===== src/rtl/pim_addr_arb.sv =====
`default_nettype none
// ============================================================================
// Module      : pim_addr_arb
// Description : Round-robin arbiter sharing one MPMC PIM address channel among
//               C_NUM_REQ requesters, with an in-order read-owner queue that
//               steers returning read data. Define PIM_ARB_FIXED_PRIO_EN for
//               fixed priority (lowest eligible index wins).
// Revision    : 1.0 - initial release
// ============================================================================
module pim_addr_arb #(
    parameter int C_NUM_REQ   = 2,
    parameter int C_ID_W      = 1,
    parameter int C_RDQ_DEPTH = 4
) (
    input  logic                     MPMC_Clk,
    input  logic                     MPMC_Rst,
    input  logic [C_NUM_REQ-1:0]     req_valid,
    input  logic [32*C_NUM_REQ-1:0]  req_addr,
    input  logic [C_NUM_REQ-1:0]     req_rnw,
    input  logic [C_NUM_REQ-1:0]     req_rmw,
    input  logic [4*C_NUM_REQ-1:0]   req_size,
    output logic [C_NUM_REQ-1:0]     req_ack,
    output logic [31:0]              PIM_Addr,
    output logic                     PIM_AddrReq,
    output logic                     PIM_RNW,
    output logic                     PIM_RdModWr,
    output logic [3:0]               PIM_Size,
    input  logic                     PIM_AddrAck,
    output logic [C_ID_W-1:0]        rd_owner,
    output logic                     rd_owner_valid,
    input  logic                     rd_done,
    output logic                     rd_err
);

    localparam int PTR_W = (C_RDQ_DEPTH > 1) ? $clog2(C_RDQ_DEPTH) : 1;
    localparam int CNT_W = $clog2(C_RDQ_DEPTH) + 1;

    typedef enum logic [0:0] {
        ST_IDLE = 1'b0,
        ST_REQ  = 1'b1
    } state_t;

    state_t              state_q, state_d;
    logic [C_ID_W-1:0]   grant_q, grant_d;
    logic [31:0]         addr_q, addr_d;
    logic                rnw_q, rnw_d;
    logic                rmw_q, rmw_d;
    logic [3:0]          size_q, size_d;
    logic [C_ID_W-1:0]   rdq_q [C_RDQ_DEPTH];
    logic [C_ID_W-1:0]   rdq_d [C_RDQ_DEPTH];
    logic [PTR_W-1:0]    wr_ptr_q, wr_ptr_d;
    logic [PTR_W-1:0]    rd_ptr_q, rd_ptr_d;
    logic [CNT_W-1:0]    count_q, count_d;
    logic                rd_err_q, rd_err_d;

    logic                rdq_full;
    logic                rdq_empty;
    logic                push;
    logic                pop;
    logic [C_NUM_REQ-1:0] eligible;
    logic                pick_found;
    logic [C_ID_W-1:0]   pick_idx;
    logic [31:0]         pick_addr;
    logic                pick_rnw;
    logic                pick_rmw;
    logic [3:0]          pick_size;

`ifdef PIM_ARB_FIXED_PRIO_EN
`else
    logic [C_ID_W-1:0]   rr_ptr_q, rr_ptr_d;
`endif

    assign rdq_full  = (count_q == CNT_W'(C_RDQ_DEPTH));
    assign rdq_empty = (count_q == '0);
    assign eligible  = req_valid & ~(req_rnw & {C_NUM_REQ{rdq_full}});

    // Scan from the search base upward with wrap; first eligible index wins.
    always_comb begin
        int base;
        int idx;
        pick_found = 1'b0;
        pick_idx   = '0;
        pick_addr  = '0;
        pick_rnw   = 1'b0;
        pick_rmw   = 1'b0;
        pick_size  = '0;
        idx        = 0;
`ifdef PIM_ARB_FIXED_PRIO_EN
        base = 0;
`else
        base = int'(rr_ptr_q);
`endif
        for (int k = 0; k < C_NUM_REQ; k++) begin
            idx = base + k;
            if (idx >= C_NUM_REQ) begin
                idx = idx - C_NUM_REQ;
            end
            if (!pick_found && eligible[idx]) begin
                pick_found = 1'b1;
                pick_idx   = C_ID_W'(idx);
                pick_addr  = req_addr[32*idx +: 32];
                pick_rnw   = req_rnw[idx];
                pick_rmw   = req_rmw[idx];
                pick_size  = req_size[4*idx +: 4];
            end
        end
    end

    always_comb begin
        state_d  = state_q;
        grant_d  = grant_q;
        addr_d   = addr_q;
        rnw_d    = rnw_q;
        rmw_d    = rmw_q;
        size_d   = size_q;
        req_ack  = '0;
        push     = 1'b0;
`ifdef PIM_ARB_FIXED_PRIO_EN
`else
        rr_ptr_d = rr_ptr_q;
`endif
        case (state_q)
            ST_IDLE: begin
                if (pick_found) begin
                    state_d = ST_REQ;
                    grant_d = pick_idx;
                    addr_d  = pick_addr;
                    rnw_d   = pick_rnw;
                    rmw_d   = pick_rmw;
                    size_d  = pick_size;
                end
            end
            ST_REQ: begin
                if (PIM_AddrAck) begin
                    for (int i = 0; i < C_NUM_REQ; i++) begin
                        if (grant_q == C_ID_W'(i)) begin
                            req_ack[i] = 1'b1;
                        end
                    end
                    push    = rnw_q;
                    state_d = ST_IDLE;
`ifdef PIM_ARB_FIXED_PRIO_EN
`else
                    rr_ptr_d = (grant_q == C_ID_W'(C_NUM_REQ - 1)) ? '0 : grant_q + 1'b1;
`endif
                end
            end
            default: state_d = ST_IDLE;
        endcase
    end

    // Owner queue: a simultaneous push and pop leaves the count unchanged.
    always_comb begin
        rdq_d    = rdq_q;
        wr_ptr_d = wr_ptr_q;
        rd_ptr_d = rd_ptr_q;
        count_d  = count_q;
        pop      = rd_done & ~rdq_empty;
        rd_err_d = rd_err_q | (rd_done & rdq_empty);
        if (push) begin
            rdq_d[wr_ptr_q] = grant_q;
            wr_ptr_d        = wr_ptr_q + PTR_W'(1);
        end
        if (pop) begin
            rd_ptr_d = rd_ptr_q + PTR_W'(1);
        end
        case ({push, pop})
            2'b10:   count_d = count_q + CNT_W'(1);
            2'b01:   count_d = count_q - CNT_W'(1);
            default: count_d = count_q;
        endcase
    end

    always_ff @(posedge MPMC_Clk or posedge MPMC_Rst) begin
        if (MPMC_Rst) begin
            state_q  <= ST_IDLE;
            grant_q  <= '0;
            addr_q   <= '0;
            rnw_q    <= 1'b0;
            rmw_q    <= 1'b0;
            size_q   <= '0;
            rdq_q    <= '{default: '0};
            wr_ptr_q <= '0;
            rd_ptr_q <= '0;
            count_q  <= '0;
            rd_err_q <= 1'b0;
        end else begin
            state_q  <= state_d;
            grant_q  <= grant_d;
            addr_q   <= addr_d;
            rnw_q    <= rnw_d;
            rmw_q    <= rmw_d;
            size_q   <= size_d;
            rdq_q    <= rdq_d;
            wr_ptr_q <= wr_ptr_d;
            rd_ptr_q <= rd_ptr_d;
            count_q  <= count_d;
            rd_err_q <= rd_err_d;
        end
    end

`ifdef PIM_ARB_FIXED_PRIO_EN
`else
    always_ff @(posedge MPMC_Clk or posedge MPMC_Rst) begin
        if (MPMC_Rst) begin
            rr_ptr_q <= '0;
        end else begin
            rr_ptr_q <= rr_ptr_d;
        end
    end
`endif

    assign PIM_AddrReq    = (state_q == ST_REQ);
    assign PIM_Addr       = addr_q;
    assign PIM_RNW        = rnw_q;
    assign PIM_RdModWr    = rmw_q;
    assign PIM_Size       = size_q;
    assign rd_owner       = rdq_q[rd_ptr_q];
    assign rd_owner_valid = ~rdq_empty;
    assign rd_err         = rd_err_q;

endmodule
`default_nettype wire


===== config.mk =====
export PLATFORM = sky130hd
export DESIGN_NAME = pim_addr_arb
export DESIGN_NICKNAME = d
export VERILOG_FILES = /design/src/rtl/pim_addr_arb.sv
export SDC_FILE = /design/constraint.sdc
export NUM_CORES = 1
export LEC_CHECK = 0
export CAP_MARGIN = 20
export CORE_MARGIN = 8
export CORE_UTILIZATION = 40
export CTS_CLUSTER_SIZE = 12
export DETAILED_ROUTE_END_ITERATION = 8
export PLACE_DENSITY = 0.8
export SYNTH_ARGS = -nofsm -noshare
export SYNTH_HDL_FRONTEND = slang
export SYNTH_SLANG_ARGS = --single-unit

===== constraint.sdc =====
create_clock -name MPMC_Clk -period 2.55 [get_ports MPMC_Clk]
set_clock_uncertainty 0.2 [all_clocks]
set_input_delay 0.51 -clock MPMC_Clk [delete_from_list [all_inputs] [get_ports MPMC_Clk]]
set_output_delay 0.51 -clock MPMC_Clk [all_outputs]
set_load 0.005 [all_outputs]

==> impl_results.md, run 1 <==
- Status: completed
- RSZ-0062 raised after global routing: false
- Crit path required time: 1.84 ns
- Max Freq: 412 MHz
- Power per cell area: 921 mW/mm^2
- Final Non-Filler Cells: 487
- Synthesized Nets: 368
- Initial Utilization: 0.406
- VDD IR max: 0.000408 V
- GRT Max-Usage Layer: met2
- Net Sw Frac: 0.319
- Initial antenna violation count: 0
- Clock root cell: clkbuf_8
- Total Wirelength: 7.47 mm
- # IOs: 126
- Clock transition at path regs: 0.09 ns
- CTS tree: yes
- Max-Cap Viols: 0
- Final ANT Viol Nets: 0
- Fin crit period: 2.43 ns
- Yosys cell types: 36
- DR WL/cell: 15.3 um
- Placement Setup Slack: -0.0253 ns
- Area growth from synthesis to layout: 53.3%
- Post-CTS setup buffers: 0
- GRT overflow: 0
- Mean Syn Cell Area: 9.69 sq um
- Cell mode on critical path: clkdlybuf4s50_1
- Grt met3 use: 0.0491
- Synth Cell Area: 0.00271 sq mm
- First-pass GRT wire length: 12.6 mm
- Rel. slew slack: 0.602
- Final hold vios: 0
- Total CTS buffers: 5
- Area post-placement: 0.00409 sq mm
- H-Tree Depth: 2
- Crit path kind: primary input to output port
- Nets: 496
- Pleak: 2.12 nW
- # resized after CTS: 0
- Setup violators final: 0
- DP Wirelength: 5.84 mm
- Top FF cell, synth: dfrtp_1
- Initial detailed-routing violation count: 176
- Die ar.: 0.00967 sq mm
- Largest net degree at the start of global routing: 39
- Synthesized instance count: 280
- Filler instances: 586
- Crit start category: primary input
- Post-synth EDFFs: 0
- Share of cells above drive strength 1: 0.0565
- FF-to-FF setup slack: 0.40 ns
- Net Sw Power: 1.22 mW
- Clock Power Share: 0.114
- Bufs and invs on worst path: 2
- Gate power share: 0.483
- Vias in the first global route: 2596
- Clk_lat worst skew: 0.30 ns
- Int Pwr: 2.61 mW
- CTS Buffer Depth: 2
- Drt via density: 4.91
- Synth Warn #: 0
- Worst-path cell chain: clkdlybuf4s50_1 > and3_1 > clkdlybuf4s50_1
- Remaining DRCs: 0
- Critical Path AT: 1.72 ns
- Core Rows: 30
- Crit path max fanout: 4
- Post-layout util: 0.622
- Met1 GRT Util: 0.177
- Post-synth ARST share: 1.00
- PortBufs: 125
- Slowest stage delay, CP: 0.51 ns
- Register area share after synthesis: 0.489
- GP Congestion: 0.799
- Max-slew violation count: 0
- Most common cell after layout, fill and taps aside: clkdlybuf4s50_1
- Core footprint: 0.00668 sq mm
- Final WS setup: 0.122 ns
- Min-delay worst type: flop to flop
- CP max stage cell: clkdlybuf4s50_1
- Total Routing Usage GR: 0.158
- Routed vias: 2390
- Die width: 98.4 um
- Inserted Diodes: 0
- Drt pass-1 iters: 8
- Post-Place Cells: 481
- Cell area after layout: 0.00416 sq mm
- Sinks on Clock Net: 53
- GR Util met2: 0.278
- Reg power frac: 0.403
- Setup crit end kind: output port
- Worst-margin pin slew: 0.596 ns
- Seq cells post-synth: 53
- Most frequent cells in the layout: 125 x clkdlybuf4s50_1, 119 x inv_1, 53 x dfrtp_1
- Crit path max-delay family: buffers and inverters
- # hold bufs at CTS: 0
- Hold Slack: 0.293 ns
- Die Ht: 98.4 um
- Period utilization: 0.952
## power groups by stage
stage,clock [mW],sequential (mW),combinational [mW]
6_report,0.436,1.54,1.85
3_3_place_gp,0,1.53,1.84
4_1_cts,0.455,1.55,1.90
2_1_floorplan,0,1.53,0.832
5_1_grt,0.488,1.61,2.04
3_5_place_dp,0,1.57,1.88
## synthesized netlist by cell type, types with 2 or more instances
| master | number | area [sq um] |
|---|---|---|
| nor2b_1 | 2 | 12.5 |
| and3_1 | 2 | 12.5 |
| xor2_1 | 3 | 26.3 |
| buf_6 | 3 | 33.8 |
| buf_2 | 4 | 20.0 |
| xnor2_1 | 3 | 26.3 |
| nand2b_1 | 5 | 31.3 |
| dfrtp_1 | 53 | 1330 |
| o21ai_0 | 2 | 10.0 |
| buf_4 | 2 | 15.0 |
| ha_1 | 5 | 62.6 |
| inv_1 | 120 | 450 |
| nor2_1 | 5 | 18.8 |
| nand2_1 | 7 | 26.3 |
| a222oi_1 | 37 | 370 |
| clkbuf_1 | 4 | 15.0 |
| mux2_2 | 4 | 45.0 |
## final cells by class
class / count / area, sq um / area share
repair buffers: 134 / 1360 / 0.326
well taps: 80 / 100 / 0.0241
inverters: 120 / 450 / 0.108
multi-input cells: 94 / 852 / 0.205
clock inverters: 1 / 5.00 / 0.00120
clock buffers: 5 / 68.8 / 0.0165
flip-flops and latches: 53 / 1330 / 0.319
## state kept, by name, indices dropped and copies added (netlist names)
signal / count
count_q: 3
rd_err: 1
PIM_RNW: 1
grant_q: 1
rdq_q: 4
PIM_RdModWr: 1
PIM_Addr: 32
rd_ptr_q: 2
PIM_AddrReq: 1
PIM_Size: 4
wr_ptr_q: 2
rr_ptr_q: 1
## metrics by stage
step,setup TNS (ns),power (mW)
after CTS,0,3.90
final,0,3.83
after global routing,0,4.13
after floorplan,0,2.37
after detailed placement,-0.0253,3.45
after global placement,0,3.38
## worst paths after layout
| kind | startpoint | to | cells past startpoint |
|---|---|---|---|
| max in group asynchronous | MPMC_Rst | PIM_Addr[11] | 3 |
| worst max-delay path | PIM_AddrAck | req_ack[1] | 3 |
| worst max register to register | PIM_AddrReq | count_q[2] | 8 |
| worst min-delay path | rd_err | rd_err | 1 |
| min in group asynchronous | MPMC_Rst | PIM_RNW | 2 |
| worst min register to register | rd_err | rd_err | 1 |
## kinds of logic (layout without fill, tap and decap cells)
kind of cell,count (synthesis),count (layout),share of synthesized area
buf+inv,133,260,0.197
flops,53,53,0.489
simple gates,26,26,0.0549
xor+xnor,6,6,0.0194
fa+ha+maj,6,6,0.0304
mux,6,6,0.0286
compound gates,50,50,0.181
## routing by layer
| metal | wire [um] | vias up |
|---|---|---|
| met3 | 562 | 9 |
| li1 | - | 1159 |
| met2 | 3900 | 87 |
| met5 | 0 | - |
| met4 | 108 | 0 |
| met1 | 2890 | 1135 |
(Power assumes the default switching activity.)
==> run 2, diff against run 1 <==
--- a/config.mk
+++ b/config.mk
@@ -7,10 +7,11 @@
 export LEC_CHECK = 0
 export CAP_MARGIN = 20
 export CORE_MARGIN = 8
-export CORE_UTILIZATION = 40
+export CORE_UTILIZATION = 35
 export CTS_CLUSTER_SIZE = 12
 export DETAILED_ROUTE_END_ITERATION = 8
-export PLACE_DENSITY = 0.8
+export MAX_ROUTING_LAYER = met4
+export PLACE_DENSITY = 0.72
 export SYNTH_ARGS = -nofsm -noshare
 export SYNTH_HDL_FRONTEND = slang
 export SYNTH_SLANG_ARGS = --single-unit
==> run 2 against run 1 <==
Final area up 0.75%. Cell count up 4.7%. Critical endpoint is now rd_owner. Critical path type is now flop to output port. First-iteration DRC count fell by 8.5%. Utilization is 7.2 points lower. Combinational power is essentially flat. Highest routed layer unchanged. Sequential power about the same. Sequential share of layout area decreased by 0.24 points. Die area grew 12%. Global-route usage fell by 0.89 points. Count of clock-buffer cells in the layout rose by 1.
==> impl_results.md, run 2 (synthesized netlist as in run 1, its figures left out) <==
- Die width: 104 um (+5.8%)
- Final hold vios: 0 (unchanged)
- Filler instances: 700 (+19%)
- Period utilization: 0.951 (about the same)
- CTS tree: yes
- Share of cells above drive strength 1: 0.0588 (+0.00231)
- Total Routing Usage GR: 0.149 (-0.00888)
- Clk_lat worst skew: 0.30 ns (about the same)
- Max reg flops: 32 (unchanged)
- Setup crit end kind: output port
- Core footprint: 0.00761 sq mm (+14%)
- Crit path max fanout: 3 (-1)
- Routed vias: 2414 (+1.0%)
- Total Wirelength: 7.77 mm (+4.0%)
- Pleak: 2.12 nW (about the same)
- Area growth from synthesis to layout: 54.5%
- # resized after CTS: 0 (unchanged)
- Largest net degree at the start of global routing: 54 (+38%)
- Remaining DRCs: 0 (unchanged)
- Most common cell after layout, fill and taps aside: clkdlybuf4s50_1
- Initial antenna violation count: 0 (unchanged)
- VDD IR max: 0.000344 V (-16%)
- Inserted Diodes: 0 (unchanged)
- Post-CTS setup buffers: 0 (unchanged)
- Register area: 0.00133 sq mm (unchanged)
- Most frequent cells in the layout: 125 x clkdlybuf4s50_1, 119 x inv_1, 53 x dfrtp_1
- Core Rows: 32 (+6.7%)
- CTS Buffer Depth: 2 (unchanged)
- Vias in the first global route: 2700 (+4.0%)
- DR WL/cell: 15.2 um (-0.69%)
- Max-slew violation count: 0 (unchanged)
- GP Congestion: 0.775 (-3.1%)
- Total CTS buffers: 5 (unchanged)
- Die ar.: 0.0108 sq mm (+12%)
- Setup TNS: 0 ns (unchanged)
- Max-Cap Viols: 0 (unchanged)
- Worst-path cell chain: mux4_2 > clkdlybuf4s50_1
- Final Non-Filler Cells: 510 (+4.7%)
- First-pass GRT wire length: 13.1 mm (+4.3%)
- Multi-input gate area: 852 sq um (unchanged)
- Nets: 496 (unchanged)
- Worst-margin pin slew: 0.490 ns (-0.106 ns)
- Die Ht: 104 um (+5.8%)
- Fin crit period: 2.43 ns (-0.00217 ns)
- Clock root cell: clkbuf_8
- Drt pass-1 iters: 7 (-1)
- RSZ-0062 raised after global routing: false
- Rel. slew slack: 0.673 (+0.0705)
- Clock transition at path regs: 0.10 ns (about the same)
- Critical Path AT: 1.72 ns (about the same)
- Min-delay worst type: flop to flop
- Crit start category: flop
- GRT overflow: 0 (unchanged)
- Post-Place Cells: 503 (+4.6%)
- Max Freq: 412 MHz (about the same)
- CP max stage cell: mux4_2
- Status: completed
- Bufs and invs on worst path: 1 (-1)
- Setup violators final: 0 (unchanged)
- Power per cell area: 931 mW/mm^2 (+1.1%)
- Crit path max-delay family: multiplexers
- # hold bufs at CTS: 0 (unchanged)
- H-Tree Depth: 2 (unchanged)
- Final ANT Viol Nets: 0 (unchanged)
- Sinks on Clock Net: 53 (unchanged)
- PortBufs: 125 (unchanged)
- Drt via density: 4.73 (-3.6%)
- Crit path required time: 1.84 ns (about the same)
- Slowest stage delay, CP: 0.52 ns (about the same)
- Initial Utilization: 0.357 (-0.0494)
- Initial detailed-routing violation count: 161 (-8.5%)
- DP Wirelength: 5.83 mm (about the same)
- # IOs: 126 (unchanged)
- Crit path kind: flop to output port
==> run 2: final timing paths <==
| path | startpoint | end | slack, ns | cells after the start |
|---|---|---|---|---|
| setup / recovery | rd_ptr_q[0] | rd_owner | 0.12 | 2 |
| hold / removal | rd_ptr_q[1] | rd_ptr_q[1] | 0.30 | 1 |
| setup reg to reg | PIM_AddrReq | count_q[2] | 0.41 | 8 |
| hold reg to reg | rd_ptr_q[1] | rd_ptr_q[1] | 0.30 | 1 |
| max in group asynchronous | MPMC_Rst | rdq_q[0] | 1.54 | 3 |
| min in group asynchronous | MPMC_Rst | PIM_Addr[25] | 0.37 | 3 |
==> run 2: cell type report <==
type	instances	area share
clock buffer	6	0.0197
clock inverter	1	0.00179
inverter	120	0.107
multi-input combinational	94	0.203
sequential	53	0.317
tap	102	0.0305
timing repair buffer	134	0.321
==> run 2: per-stage QoR <==
stage | worst slack, ns | instance area, sq um | utilization | power [mW] | hold slack [ns]
final | 0.124 | 4190 | 0.551 | 3.90 | 0.301
after global routing | 0.0403 | 4190 | 0.551 | 4.21 | 0.326
after CTS | 0.105 | 4190 | 0.551 | 3.97 | 0.301
after detailed placement | -0.0330 | 4100 | 0.539 | 3.45 | 0.269
after global placement | 0.0457 | 4100 | 0.539 | 3.37 | 0.264
after floorplan | 0.342 | 2710 | - | 2.37 | 0.253
==> run 2: layer usage <==
| layer | GRT usage | share of wire |
|---|---|---|
| met1 | 0.169 | 0.42 |
| met2 | 0.253 | 0.52 |
| met3 | 0.0397 | 0.052 |
| met4 | 0.0393 | 0.012 |
| met5 | - | 0 |
==> run 2: power by group <==
part	internal, mW	switching (mW)	leakage [nW]
sequential	1.26	0.284	0.589
combinational	1.17	0.696	1.49
clock	0.215	0.277	0.0433
total	2.64	1.26	2.12
==> variant 1, RTL diff (config.mk and constraints of run 1) <==
The parameter `C_NUM_REQ` goes from 2 to 4.
--- a/src/rtl/pim_addr_arb.sv
+++ b/src/rtl/pim_addr_arb.sv
@@ -9,5 +9,5 @@
 // ============================================================================
 module pim_addr_arb #(
-    parameter int C_NUM_REQ   = 2,
+    parameter int C_NUM_REQ   = 4,
     parameter int C_ID_W      = 1,
     parameter int C_RDQ_DEPTH = 4
Ports: changed (6 resized); port bits go from 126 to 206. The function was not compared with the original's and may differ.
==> variant 1 against run 1 <==
Sequential cell count stayed put. Setup slack worse by 62 ps. Fmax is 2.5% lower. Final area is 92% higher. Count of clock-buffer cells in the layout stayed put. Power is 62% higher. Die area is 80% higher. Critical path depth is 1 higher. Sequential power is 4% higher. Routed wire length grew to 2.9 times the old value. Register-to-register slack worse by 250 ps. Synthesized area is 99% higher. Global-route usage is 8.3 points higher. Critical endpoint unchanged.
==> variant 1: results (changes against run 1) <==
| Metric | Value |
|---|---|
| Outcome | `finished, final reports clean` |
| Area contributors post-synth | `dfrtp_1 (25%), a211oi_1 (7.8%), nand2_1 (7.7%)` |
| Crit path DAT | `1780 ps (+60 ps)` |
| DR pass1 iterations | `5 (-3)` |
| Critical Path Max Stage Delay | `530 ps (+20 ps)` |
| Largest register FFs | `32 (unchanged)` |
| Yosys warning total | `0 (unchanged)` |
| Root buffer cell | `clkbuf_16` |
| Initial antenna violation count | `1 (+1)` |
| Clk_lat worst skew | `300 ps (about the same)` |
| Layout cell share with drive strength beyond 1 | `16.5% (+11 points)` |
| DR vias | `6198 (+160%)` |
| Leak Pwr | `3.16 nW (+49%)` |
| Pin count of the biggest net entering global routing | `66 (+69%)` |
| Pre-CTS WS | `-462 ps (-436 ps)` |
| IO buf count | `205 (+64%)` |
| Vias in the first global route | `6552 (+150%)` |
| Final HPWL DP | `15500 um (+160%)` |
| Clock Tree Buf Depth | `2 (unchanged)` |
| Seq/Total Area, Yosys | `24.6% (-24 points)` |
| Peak VDD IR | `570 uV (+40%)` |
| First-iteration detailed-routing DRC count | `708 (+300%)` |
| First-pass GRT wire length | `34600 um (+180%)` |
| GPL Wtd Cong | `0.883 (+10%)` |
| CP max-delay cell | `clkdlybuf4s50_1` |
| Clock-pin slew on the worst setup and hold paths | `70 ps (-20 ps)` |
| Routed WL | `22000 um (+190%)` |
| TritonCTS buffer count | `5 (unchanged)` |
| Total GRT Usage | `24.0% (+8.3 points)` |
| Top cells by count, synth | `nand2_1 (111), a211oi_1 (56), dfrtp_1 (53)` |
| Syn nets | `771 (+110%)` |
| Fraction of registers with async set/reset | `100% (unchanged)` |
| Setup bufs post-CTS | `0 (unchanged)` |
| Synth unique cells | `50 (+39%)` |
| Nets | `955 (+93%)` |
| Fillers | `1073 (+83%)` |
| Slew headroom | `59.0% (-1.2 points)` |
| Worst-path maximum fanout | `3 (-1)` |
==> variant 1: cell types whose count changed in the layout (fill, tap and decap cells not counted), moves of 37 or more <==
cell / before / now
a211oi_1: 0 / 56
a222oi_1: 37 / 0
clkdlybuf4s50_1: 125 / 203
inv_1: 119 / 10
mux2i_1: 1 / 40
nand2_1: 7 / 111
==> variant 1: area by class of cell <==
cell class,count,area share (%)
multi-input combinational,467,45.8
timing repair buffer,251,31.9
sequential,53,16.6
tap,176,2.75
clock buffer,5,1.56
clock inverter,3,0.814
inverter,11,0.516
antenna,1,0.0313
==> variant 1: routing by layer <==
metal,up-vias,share of wire [%],GRT usage (%)
met1,3009,41,29.4
met3,58,8.0,5.37
met4,0,2.4,9.38
li1,2777,-,-
met5,-,0,0
met2,354,48,40.0
==> variant 1: power by group <==
group,internal [W],switching (W)
clock,0.000562,0.000352
sequential,0.00124,0.000354
combinational,0.00203,0.00168
total,0.00384,0.00239
==> variant 1: per-stage QoR <==
| step | util [%] | area, um^2 | cells | hold slack (ps) | TNS [ps] |
|---|---|---|---|---|---|
| after floorplan | - | 5390 | 605 | 243 | 0 |
| after global placement | 58.9 | 7770 | 957 | 259 | -10800 |
| after detailed placement | 58.9 | 7770 | 957 | 271 | -12320 |
| after CTS | 60.4 | 7970 | 966 | 293 | 0 |
| after global routing | 60.6 | 8000 | 967 | 314 | -6.41 |
| final | 60.6 | 8000 | 967 | 288 | 0 |
==> variant 1: cells by family after synthesis <==
family	count (synthesis)	synth area share, %
AO/OA/AOI/OAI	248	41.8
AND/OR/NAND/NOR	165	14.8
buffers and inverters	86	8.41
flip-flops	53	24.6
multiplexers	41	7.85
XOR/XNOR	6	0.976
adder cells (fa/ha/maj)	6	1.53
==> variant 1: final timing paths <==
kind	endpoint	depth (start not counted)	slack (ps)	startpoint
max in group asynchronous	rr_ptr_q	3	1140	MPMC_Rst
max reg2reg	count_q[2]	8	150	count_q[2]
max	req_ack[1]	4	60	PIM_AddrAck
min in group asynchronous	PIM_Addr[8]	2	380	MPMC_Rst
min reg2reg	rdq_q[2]	2	290	rdq_q[2]
min	rdq_q[2]	2	290	rdq_q[2]
==> variant 1: repair_timing <==
action,in CTS,in global routing
resized for setup,1,5
pin swaps,1,0
setup endpoints to repair,28,14
cloned,1,0
hold buffers,0,0
==> variant 1: critical path, delay by kind of cell <==
kind | cells | cell delay (ps)
buffers and inverters | 2 | 1000
AND/OR/NAND/NOR | 2 | 270
==> variant 2, RTL diff (flow settings as in run 1) <==
Made on the original files. Put one more register stage on the output `rd_err`, with the module's reset. The value now appears one clock later. The other outputs are not delayed to match.
--- a/src/rtl/pim_addr_arb.sv
+++ b/src/rtl/pim_addr_arb.sv
@@ -218,5 +218,11 @@
     assign rd_owner       = rdq_q[rd_ptr_q];
     assign rd_owner_valid = ~rdq_empty;
-    assign rd_err         = rd_err_q;
+    always_ff @(posedge MPMC_Clk or posedge MPMC_Rst) begin
+        if (MPMC_Rst) begin
+            rd_err <= '0;
+        end else begin
+            rd_err <= rd_err_q;
+        end
+    end
 
 endmodule
Formal check against the unedited RTL: not equivalent (a bounded check fails within 4 cycles, from zero or initial values and one cycle with MPMC_Rst high).
==> variant 2 against run 1 <==
Sequential share of layout area increased by 0.33 points. Sequential cell count increased by 1. Setup slack got worse by 5.5 ps. Largest power group unchanged. Final area grew 0.84%. Synthesized area up 0.92%. Via count up 0.38%. Routed wire length rose by 5.3%. Core utilization is 0.17 points higher. Power grew 2.2%.
==> variant 2: results (changes against run 1) <==
| Metric | Value |
|---|---|
| M1 wire length | `3340 um (+16%)` |
| Area contributors post-synth | `dfrtp_1 (49%), inv_1 (16%), a222oi_1 (14%)` |
| Top cells by count, synth | `inv_1 (120), dfrtp_1 (54), a222oi_1 (37)` |
| H-tree levels | `2 (unchanged)` |
| Leak Pwr | `2.13 nW (+0.60%)` |
| Initial antenna violation count | `0 (unchanged)` |
| Syn nets | `369 (+0.27%)` |
| Fillers | `583 (-0.51%)` |
| Worst slew pin tran | `403 ps (-193 ps)` |
| Peak VDD IR | `462 uV (+13%)` |
| Routed WL | `7870 um (+5.3%)` |
| GPL Wtd Cong | `0.782 (-2.2%)` |
| Outcome | `finished, final reports clean` |
| Hold path start | `rd_err_q` |
| Final HPWL DP | `5940 um (+1.7%)` |
| Clk_lat worst skew | `300 ps (about the same)` |
| Vias in the first global route | `2477 (-4.6%)` |
| Met3 wire length | `511 um (-9.1%)` |
| Layout cell share with drive strength beyond 1 | `5.62% (-0.028 points)` |
| Critical Path Max Stage Delay | `around 520 ps` |
| Vias/cell | `4.91 (about the same)` |
| Total GRT Usage | `15.9% (+0.18 points)` |
| Net switching power | `0.00124 W (+1.7%)` |
| First-pass GRT wire length | `12600 um (-0.10%)` |
| CP max-delay cell | `clkdlybuf4s50_1` |
| Seq/Total Area, Yosys | `49.4% (+0.47 points)` |
-- variant 2: cell count changes in the layout (fill, tap and decap cells not counted), sizes merged --
cell           run 1  this run
clkbuf             5         7
buf                9         8
dfrtp             53        54
-- variant 2: power by group through the flow --
stage               clock network, W  registers [W]  logic, W
floorplan                          0        0.00156  0.000833
finish                      0.000485        0.00156   0.00187
CTS                         0.000505        0.00157   0.00191
global route                0.000535        0.00163   0.00205
global placement                   0        0.00155   0.00185
detailed placement                 0        0.00158   0.00189
-- variant 2: area by class of cell --
class                           instances  share of cell area, %
Clock buffer                            7                   2.06
Clock inverter                          1                  0.119
Inverter                              120                   10.7
Multi-Input combinational cell         94                   20.3
Sequential cell                        54                   32.2
Tap cell                               80                   2.39
Timing Repair Buffer                  133                   32.2
-- variant 2: path summary, 6_finish.rpt --
path | endpoint | slack (ps) | cells past startpoint
max reg2reg | count_q[2] | 480 | 8
min in group asynchronous | PIM_Addr[26] | 370 | 3
max | req_ack[1] | 120 | 3
min reg2reg | rd_err | 190 | 0
min | rd_err | 190 | 0
max in group asynchronous | PIM_AddrReq | 1530 | 3
-- variant 2: metrics by stage --
| stage | instances | hold WS (ps) | cell area, um^2 | setup slack (ps) | total power [W] |
|---|---|---|---|---|---|
| 5_1_grt | 489 | 229 | 4190 | 60.8 | 0.00421 |
| 4_1_cts | 489 | 190 | 4190 | 107 | 0.00398 |
| 2_1_floorplan | 281 | 148 | 2740 | 342 | 0.00239 |
| 3_3_place_gp | 481 | 163 | 4100 | 82.9 | 0.00340 |
| 3_5_place_dp | 481 | 163 | 4100 | 11.8 | 0.00347 |
| 6_report | 489 | 188 | 4190 | 116 | 0.00392 |
-- variant 2: kinds of logic (layout without fill, tap and decap cells) --
family,Yosys count,after routing,synth area share [%]
XOR/XNOR,6,6,1.92
AO/OA/AOI/OAI,50,50,17.9
AND/OR/NAND/NOR,26,26,5.44
flip-flops,54,54,49.4
multiplexers,6,6,2.83
buffers and inverters,133,261,19.5
adder cells (fa/ha/maj),6,6,3.02
-- variant 2: critical path: cells and delay by family --
| family | cells | cell delay, ps |
|---|---|---|
| buffers and inverters | 2 | 1020 |
| AND/OR/NAND/NOR | 1 | 190 |
-- variant 2: routing by layer --
metal,global-route usage [%],vias up
li1,-,1162
met4,4.60,0
met3,3.66,6
met5,0,-
met2,28.4,102
met1,18.6,1129
